===== src/rtl/lfsr_cipher_ctrl_if.sv =====
// Byte-stream handshake between the LFSR cipher controller and its
// producer/consumer: plaintext in, XOR-ed result out.
interface lfsr_cipher_ctrl_if;
  logic       in_valid;
  logic       in_ready;
  logic [7:0] in_data;
  logic       out_valid;
  logic       out_ready;
  logic [7:0] out_data;

  // master: the environment that feeds bytes and drains results
  modport master (
    output in_valid, in_data, out_ready,
    input  in_ready, out_valid, out_data
  );

  modport slave (
    input  in_valid, in_data, out_ready,
    output in_ready, out_valid, out_data
  );
endinterface


===== src/rtl/lfsr_cipher_ctrl.sv =====
// Stream-cipher controller: keys an external Galois LFSR, discards a warm-up
// run, then XORs each accepted byte with 8 keystream bits taken MSB first.
module lfsr_cipher_ctrl #(
  parameter int N      = 32,
  parameter int WARMUP = 64
) (
  input  logic              clk,
  input  logic              rst,
  input  logic              cfg_start,
  input  logic [N-1:0]      cfg_seed,
  input  logic [N-1:0]      cfg_taps,
  lfsr_cipher_ctrl_if.slave bus,
  output logic              busy,
  output logic              lfsr_ld,
  output logic              lfsr_en,
  output logic [N-1:0]      lfsr_seed,
  output logic [N-1:0]      lfsr_taps,
  input  logic              lfsr_k
);

  localparam int WCNT_W = (WARMUP > 1) ? $clog2(WARMUP) : 1;
  localparam logic [WCNT_W-1:0] WARM_LAST = (WARMUP > 0) ? WCNT_W'(WARMUP - 1) : '0;

  typedef enum logic [2:0] {
    IDLE = 3'd0,
    LOAD = 3'd1,
    WARM = 3'd2,
    RUN  = 3'd3,
    GEN  = 3'd4,
    HOLD = 3'd5
  } state_t;

  state_t            state_reg,    state_next;
  logic [WCNT_W-1:0] warm_cnt_reg, warm_cnt_next;
  logic [3:0]        bit_cnt_reg,  bit_cnt_next;
  logic [7:0]        key_reg,      key_next;
  logic [7:0]        data_reg,     data_next;
  logic [7:0]        out_data_reg, out_data_next;
  logic [N-1:0]      seed_reg,     seed_next;
  logic [N-1:0]      taps_reg,     taps_next;
  logic              rekey;

  always_ff @(posedge clk or posedge rst) begin
    if (rst) begin
      state_reg    <= IDLE;
      warm_cnt_reg <= '0;
      bit_cnt_reg  <= '0;
      key_reg      <= '0;
      data_reg     <= '0;
      out_data_reg <= '0;
      seed_reg     <= '0;
      taps_reg     <= '0;
    end else begin
      state_reg    <= state_next;
      warm_cnt_reg <= warm_cnt_next;
      bit_cnt_reg  <= bit_cnt_next;
      key_reg      <= key_next;
      data_reg     <= data_next;
      out_data_reg <= out_data_next;
      seed_reg     <= seed_next;
      taps_reg     <= taps_next;
    end
  end

  // Rekey is only honoured when no keystream is in flight; it beats a byte in RUN.
  assign rekey = cfg_start && ((state_reg == IDLE) || (state_reg == RUN));

  always_comb begin
    state_next    = state_reg;
    warm_cnt_next = warm_cnt_reg;
    bit_cnt_next  = bit_cnt_reg;
    key_next      = key_reg;
    data_next     = data_reg;
    out_data_next = out_data_reg;
    seed_next     = seed_reg;
    taps_next     = taps_reg;

    if (rekey) begin
      // An all-zero seed would lock the LFSR at zero forever.
      seed_next  = (cfg_seed == '0) ? '1 : cfg_seed;
      taps_next  = cfg_taps;
      state_next = LOAD;
    end else begin
      case (state_reg)
        IDLE: state_next = IDLE;
        LOAD: begin
          warm_cnt_next = WARM_LAST;
          state_next    = (WARMUP == 0) ? RUN : WARM;
        end
        WARM: begin
          if (warm_cnt_reg == '0) begin
            state_next = RUN;
          end else begin
            warm_cnt_next = warm_cnt_reg - 1'b1;
          end
        end
        RUN: begin
          if (bus.in_valid) begin
            data_next    = bus.in_data;
            key_next     = '0;
            bit_cnt_next = '0;
            state_next   = GEN;
          end
        end
        GEN: begin
          // Cycles 0..7 collect key bits; cycle 8 has a complete key to apply.
          if (bit_cnt_reg[3]) begin
            out_data_next = data_reg ^ key_reg;
            state_next    = HOLD;
          end else begin
            key_next[3'd7 - bit_cnt_reg[2:0]] = lfsr_k;
            bit_cnt_next = bit_cnt_reg + 4'd1;
          end
        end
        HOLD: begin
          if (bus.out_ready) begin
            state_next = RUN;
          end
        end
        default: state_next = IDLE;
      endcase
    end
  end

  // Strobes come straight from registered state so no input reaches the LFSR.
  assign lfsr_ld       = (state_reg == LOAD);
  assign lfsr_en       = (state_reg == WARM) || ((state_reg == GEN) && !bit_cnt_reg[3]);
  assign busy          = (state_reg != IDLE) && (state_reg != RUN);
  assign bus.in_ready  = (state_reg == RUN);
  assign bus.out_valid = (state_reg == HOLD);
  assign bus.out_data  = out_data_reg;
  assign lfsr_seed     = seed_reg;
  assign lfsr_taps     = taps_reg;

endmodule


===== src/flat_wrapper.sv =====
// flat-port wrapper written by rule: the top's interface ports become plain ports
module lfsr_cipher_ctrl_flat 
#(
  parameter int N      = 32,
  parameter int WARMUP = 64
)
  (clk, rst, cfg_start, cfg_seed, cfg_taps, busy, lfsr_ld, lfsr_en, lfsr_seed, lfsr_taps, lfsr_k, bus_in_valid, bus_in_data, bus_out_ready, bus_in_ready, bus_out_valid, bus_out_data);
  lfsr_cipher_ctrl_if bus_i ();
  input  logic clk;
  input  logic rst;
  input  logic cfg_start;
  input  logic [N-1:0] cfg_seed;
  input  logic [N-1:0] cfg_taps;
  output logic busy;
  output logic lfsr_ld;
  output logic lfsr_en;
  output logic [N-1:0] lfsr_seed;
  output logic [N-1:0] lfsr_taps;
  input  logic lfsr_k;
  input wire logic [$bits(bus_i.in_valid)-1:0] bus_in_valid;
  input wire logic [$bits(bus_i.in_data)-1:0] bus_in_data;
  input wire logic [$bits(bus_i.out_ready)-1:0] bus_out_ready;
  output wire logic [$bits(bus_i.in_ready)-1:0] bus_in_ready;
  output wire logic [$bits(bus_i.out_valid)-1:0] bus_out_valid;
  output wire logic [$bits(bus_i.out_data)-1:0] bus_out_data;
  assign bus_i.in_valid = bus_in_valid;
  assign bus_i.in_data = bus_in_data;
  assign bus_i.out_ready = bus_out_ready;
  assign bus_in_ready = bus_i.in_ready;
  assign bus_out_valid = bus_i.out_valid;
  assign bus_out_data = bus_i.out_data;
  lfsr_cipher_ctrl #(.N(N), .WARMUP(WARMUP)) u_core (.clk(clk), .rst(rst), .cfg_start(cfg_start), .cfg_seed(cfg_seed), .cfg_taps(cfg_taps), .bus(bus_i), .busy(busy), .lfsr_ld(lfsr_ld), .lfsr_en(lfsr_en), .lfsr_seed(lfsr_seed), .lfsr_taps(lfsr_taps), .lfsr_k(lfsr_k));
endmodule

===== config.mk =====
export PLATFORM = sky130hd
export DESIGN_NAME = lfsr_cipher_ctrl_flat
export DESIGN_NICKNAME = d
export VERILOG_FILES = /design/src/rtl/lfsr_cipher_ctrl_if.sv /design/src/rtl/lfsr_cipher_ctrl.sv /design/src/flat_wrapper.sv
export SDC_FILE = /design/constraint.sdc
export NUM_CORES = 1
export LEC_CHECK = 0
export CAP_MARGIN = 20
export CELL_PAD_IN_SITES_DETAIL_PLACEMENT = 1
export CELL_PAD_IN_SITES_GLOBAL_PLACEMENT = 2
export CORE_MARGIN = 2
export CORE_UTILIZATION = 26
export CTS_BUF_LIST = sky130_fd_sc_hd__clkbuf_16
export DETAILED_ROUTE_END_ITERATION = 7
export PLACE_DENSITY_LB_ADDON = 0.1
export SLEW_MARGIN = 20
export SYNTH_ARGS = -nofsm -noshare
export SYNTH_HDL_FRONTEND = slang
export SYNTH_SLANG_ARGS = --single-unit
export TNS_END_PERCENT = 1

===== constraint.sdc =====
create_clock -name clk -period 4.4 [get_ports clk]
set_input_delay 0.66 -clock clk [delete_from_list [all_inputs] [get_ports clk]]
set_output_delay 0.66 -clock clk [all_outputs]
set_load 0.01 [all_outputs]

# Word level (Yosys, flattened, before mapping)
# Cells that the tools add are included.
[classes] addsub=3 n_lt_le_gt_ge=2 eq_ne=13 mux=18 n_bitwise=2 reduce_logical=19
[ops] cell="32-bit zero test" n=1
[ops] cell="32-bit 2-to-1 mux" n=1
[ops] cell="8-bit 2-to-1 mux" n=2
[ops] cell="8-bit case mux with 2 select lines" n=1
[ops] cell="3-bit 2-to-1 mux" n=5
[ops] cell="3-bit case mux with 5 select lines" n=1
[ops] cell="6-bit case mux with 2 select lines" n=1
[ops] cell="3-bit AND reduction" n=4
[ops] cell="3-bit by 2-bit inequality test with 1-bit output, second input constant" n=3
[ops] cell="8-bit bitwise mux" n=1
[ops] cell="4-bit 2-to-1 mux" n=2
[ops] cell="4-bit case mux with 2 select lines" n=1
[ops] cell="4-bit AND reduction" n=2
[ops] cell="8-bit XOR" n=1
[ops] cell="3-bit by 2-bit == test with 1-bit output, second input constant" n=2
[ops] cell="3-bit == test, second input constant" n=2
[ops] cell="6-bit zero test" n=1
[ops] cell="6-bit 2-to-1 mux" n=1
[ops] cell="2-bit inequality test, second input constant" n=3
[ops] cell="3-bit by 1-bit inequality test with 1-bit output, second input constant" n=2
[ops] cell="6-bit by 1-bit subtractor with 6-bit output, second input constant" n=1
[ops] cell="4-bit by 1-bit adder with 4-bit output, second input constant" n=1
[ops] cell="1-bit logical AND" n=4
[ops] cell="3-bit by 4-bit less-than comparator with 1-bit output, second input constant" n=1
[ops] cell="11 further kinds" n=13
[word_totals] reg_bits=101 in_bits=78 out_inout_bits=77 elab_cells=66

# Logic depth before layout (Yosys ltp)
[depth] ltp_word=8 mapped_depth=7 depth_no_buf=6

# Least setup slack after synthesis
# No wires, ideal clock.
[synth_timing] path_type="input -> register" startpoint="in cfg_start" endpoint="reg u_core.key_reg[5]" setup_time_ps=134 arrival_time_ps=1839 required_ps=4266 path_slack_ps=2427 path_stages=5 n_path_buf=1 path_cell_list="or4bb_1 > a211o_1 > clkbuf_1 > o21ai_0 > o31ai_1"
[synth_between] elab_chain_cells=3
[synth_rtl] item="start: declaration" line_no="flat_wrapper.sv:11" source="input logic cfg_start;"
[synth_rtl] item="1-bit logical AND" line_no="lfsr_cipher_ctrl.sv:66" source="assign rekey = cfg_start && ((state_reg == IDLE) || (state_reg == RUN));"
[synth_rtl] item="1-bit NOT (no line)"
[synth_rtl] item="4-bit AND reduction (no line)"
[synth_rtl] item="end signal: assignment" line_no="lfsr_cipher_ctrl.sv:57" source="key_reg <= key_next;"
[synth_rtl] item="end: declaration" line_no="lfsr_cipher_ctrl.sv:36" source="logic [7:0] key_reg, key_next;"
# No other way between the ends.
# A chain may end at the register's enable or synchronous reset.

# Worst setup path in the final report
[layout_timing] startpoint="reg u_core.state_reg[2]" endpoint="out lfsr_en"
[layout_between] elab_chain_cells=3 elab_cells_between_ends=4 classes_between="eq/ne: 2; reduce/logical: 2"
[layout_rtl] item="start: declaration" line_no="lfsr_cipher_ctrl.sv:33" source="state_t state_reg, state_next;"
[layout_rtl] item="start signal: assignment" line_no="lfsr_cipher_ctrl.sv:54" source="state_reg <= state_next;"
[layout_rtl] item="3-bit == test" line_no="lfsr_cipher_ctrl.sv:127" source="assign lfsr_en = (state_reg == WARM) || ((state_reg == GEN) && !bit_cnt_reg[3]);"
[layout_rtl] item="1-bit logical AND" line_no="lfsr_cipher_ctrl.sv:127"
[layout_rtl] item="1-bit logical OR *" line_no="lfsr_cipher_ctrl.sv:127"
[layout_rtl] item="end: declaration" line_no="flat_wrapper.sv:16" source="output logic lfsr_en;"
# Mark *: on every way between the ends. The rest lies on a longest branch, timed or not.

==> metrics.csv <==
metric,value,unit
status,"complete, no violations",
Final setup violation count,0,
post-DP HPWL,9.597,mm
clock buffer count from CTS,9,
vias in the first global route,3862,
post-route setup slack,1.723,ns
crit path DAT,2.02,ns
layout cell share with drive strength beyond 1,5.816,%
CTS tree,done,
unrepaired setup endpoints after global routing,false,
buffer count from post-CTS setup fixing,0,
worst-skew pair later-pin latency,0.35,ns
Final Skew,0.005437,ns
initial core utilization,26.50,%
final hold vios,0,
Crit Reg-Reg Startpoint,u_core.state_reg[0],
post-synth top area share,57.93,%
dominant synthesized flop cell,dfrtp_1,
FP Rows,47,
max_cap viols,0,
leading area contributor after synthesis,dfrtp_1,
worst rel slew slack,37.91,%
HP Class,reg -> reg,
total power draw,4.613,mW
ant diodes,0,
# DRC,0,
vias,3789,
Post-synth EDFFs,0,
Critical Path RT,3.74,ns
flip-flop and latch area,2527,µm²
DR iter-0 viols,132,
Final GP Congestion,0.7701,
first-pass iteration count of the detailed router,4,
via/cell ratio,4.516,
Yosys reg bits,101,
Final Util,39.07,%
fill cell count,1885,
pwr dens,717.1,nW/µm²
asr flop ratio synth,100.0,%
wire per inst,15.90,µm
first-pass GRT wire length,21.06,mm
grt ovf,0,
Finished Layout Cells,839,
Final TNS setup,0,ns
worst slew pin tran,0.9313,ns
syn avg cell area,9.205,µm²
CTS root buffer,clkbuf_16,
most common cell in the netlist,dfrtp_1,
clock sinks,101,
"wirelength, routed",13.34,mm
syn_nets,555,
critical path class,reg -> out,
Yosys cell types,42,
mapped cell area,4363,µm²
largest net degree at the start of global routing,56,
fmax,0.3735,GHz
total die area,17830,µm²
Final ANT Viol Nets,0,
H-tree levels,3,
Worst R2R Path Depth,5,
peak supply drop,0.0003437,V
Final nets,695,
Placed Cells incl. Taps,823,
port bufs,154,
Period minus WS final,2.677,ns
yosys warns,0,
GRT Overall Usage,15.11,%
die height,133.5,µm
synthesis-to-layout area growth,47.43,%
most frequent cells after synthesis,"dfrtp_1 (101), nand2_1 (100), nor2_1 (89)",
worst setup slack after placement,1.576,ns
Synth Instances,474,
final worst-path cycle share,60.84,%
IO Pins,155,
Hold Startpoint,u_core.lfsr_taps[30],
Critical Path Sink Type,output pin,
startpoint types,flip-flop,
number of antenna violations at the first check in global routing,0,
leading post-synthesis cells by cell area,"dfrtp_1 (58%), nand2_1 (8.6%), nor2_1 (7.7%)",
static leakage,2.796,nW
crit-path max FO,11,
die width,133.5,µm
core area,16470,µm²
area of the multi-input gates,1690,µm²
"Reg clk slew, reported paths",0.07,ns
post-synthesis sequential area ratio,57.93,%
Setup crit start,u_core.state_reg[2],
"Slew Viols, Final",0,
Hold Buf Count CTS,0,
CTS resizes,0,
WHS Path Cells,2,
maximum clock path buffer count,2,
-- per-layer routing --
metal	up-vias	global-route usage, %	share of wire, %
met5	-	0	0
met4	0	5.083	1.6
met3	15	3.311	4.2
met2	86	24.83	48
met1	1850	19.80	47
li1	1838	-	-
-- metrics by stage --
stage | hold slack [ns] | cell area [µm²]
after floorplan | 0.4702 | 4363
after CTS | 0.4848 | 6425
final | 0.4769 | 6432
after global placement | 0.4584 | 6101
after detailed placement | 0.4660 | 6101
after global routing | 0.5059 | 6432
-- critical path, cell delays in order, from the launching register on --
cell	delay, ns
dfrtp_1	0.52
inv_1	0.21
nor3_1	0.23
a21oi_1	0.06
nor2_1	0.10
clkdlybuf4s50_1	0.55
-- layout by cell type, fill, tap and decap left out, types with 3 or more instances in the layout --
cell type        instances
mux2i_1                  3
o21ai_0                 16
o21a_1                   3
nand3_1                  3
dfrtp_1                101
mux2_2                   8
clkbuf_16                9
a31oi_1                  3
and3_1                   4
a21oi_1                 45
clkdlybuf4s50_1        154
nor3_1                   3
or3_1                    3
buf_4                    4
nand2_1                100
nor2_1                  89
ha_1                     3
nor4_1                   8
nand2b_1                 4
xnor2_1                  9
inv_1                   11
-- cell type report --
class	instances	area share (%)
Timing Repair Buffer	158	24.43
Sequential cell	101	39.29
Clock inverter	7	1.537
Clock buffer	9	3.501
Multi-Input combinational cell	333	26.28
Inverter	11	0.6808
Tap cell	220	4.279
-- final timing paths --
kind	to	slack, ns
max	lfsr_en	1.72
min reg2reg	u_core.lfsr_taps[30]	0.48
min	u_core.lfsr_taps[30]	0.48
max reg2reg	u_core.lfsr_seed[8]	1.99
max in group asynchronous	u_core.key_reg[6]	2.80
min in group asynchronous	u_core.lfsr_taps[27]	0.79
-- logic make-up (layout without fill, tap and decap cells) --
group / count (synthesis) / count (layout) / synth area share, %
AOI/OAI and AO/OA: 78 / 78 / 10.04
xor gates and xnor gates: 9 / 9 / 1.807
adders and majority gates: 3 / 3 / 0.8604
buffers and inverters: 40 / 185 / 3.642
DFF: 101 / 101 / 57.93
muxes: 11 / 11 / 2.753
and+or+nand+nor: 232 / 232 / 22.97
-- power breakdown --
group	switching [mW]	internal [mW]	total, mW
Combinational	1.03	1.05	2.08
Clock	0.365	0.503	0.868
Sequential	0.309	1.36	1.67
Total	1.70	2.91	4.61
Note: power is estimated with default switching activity, not from simulation.
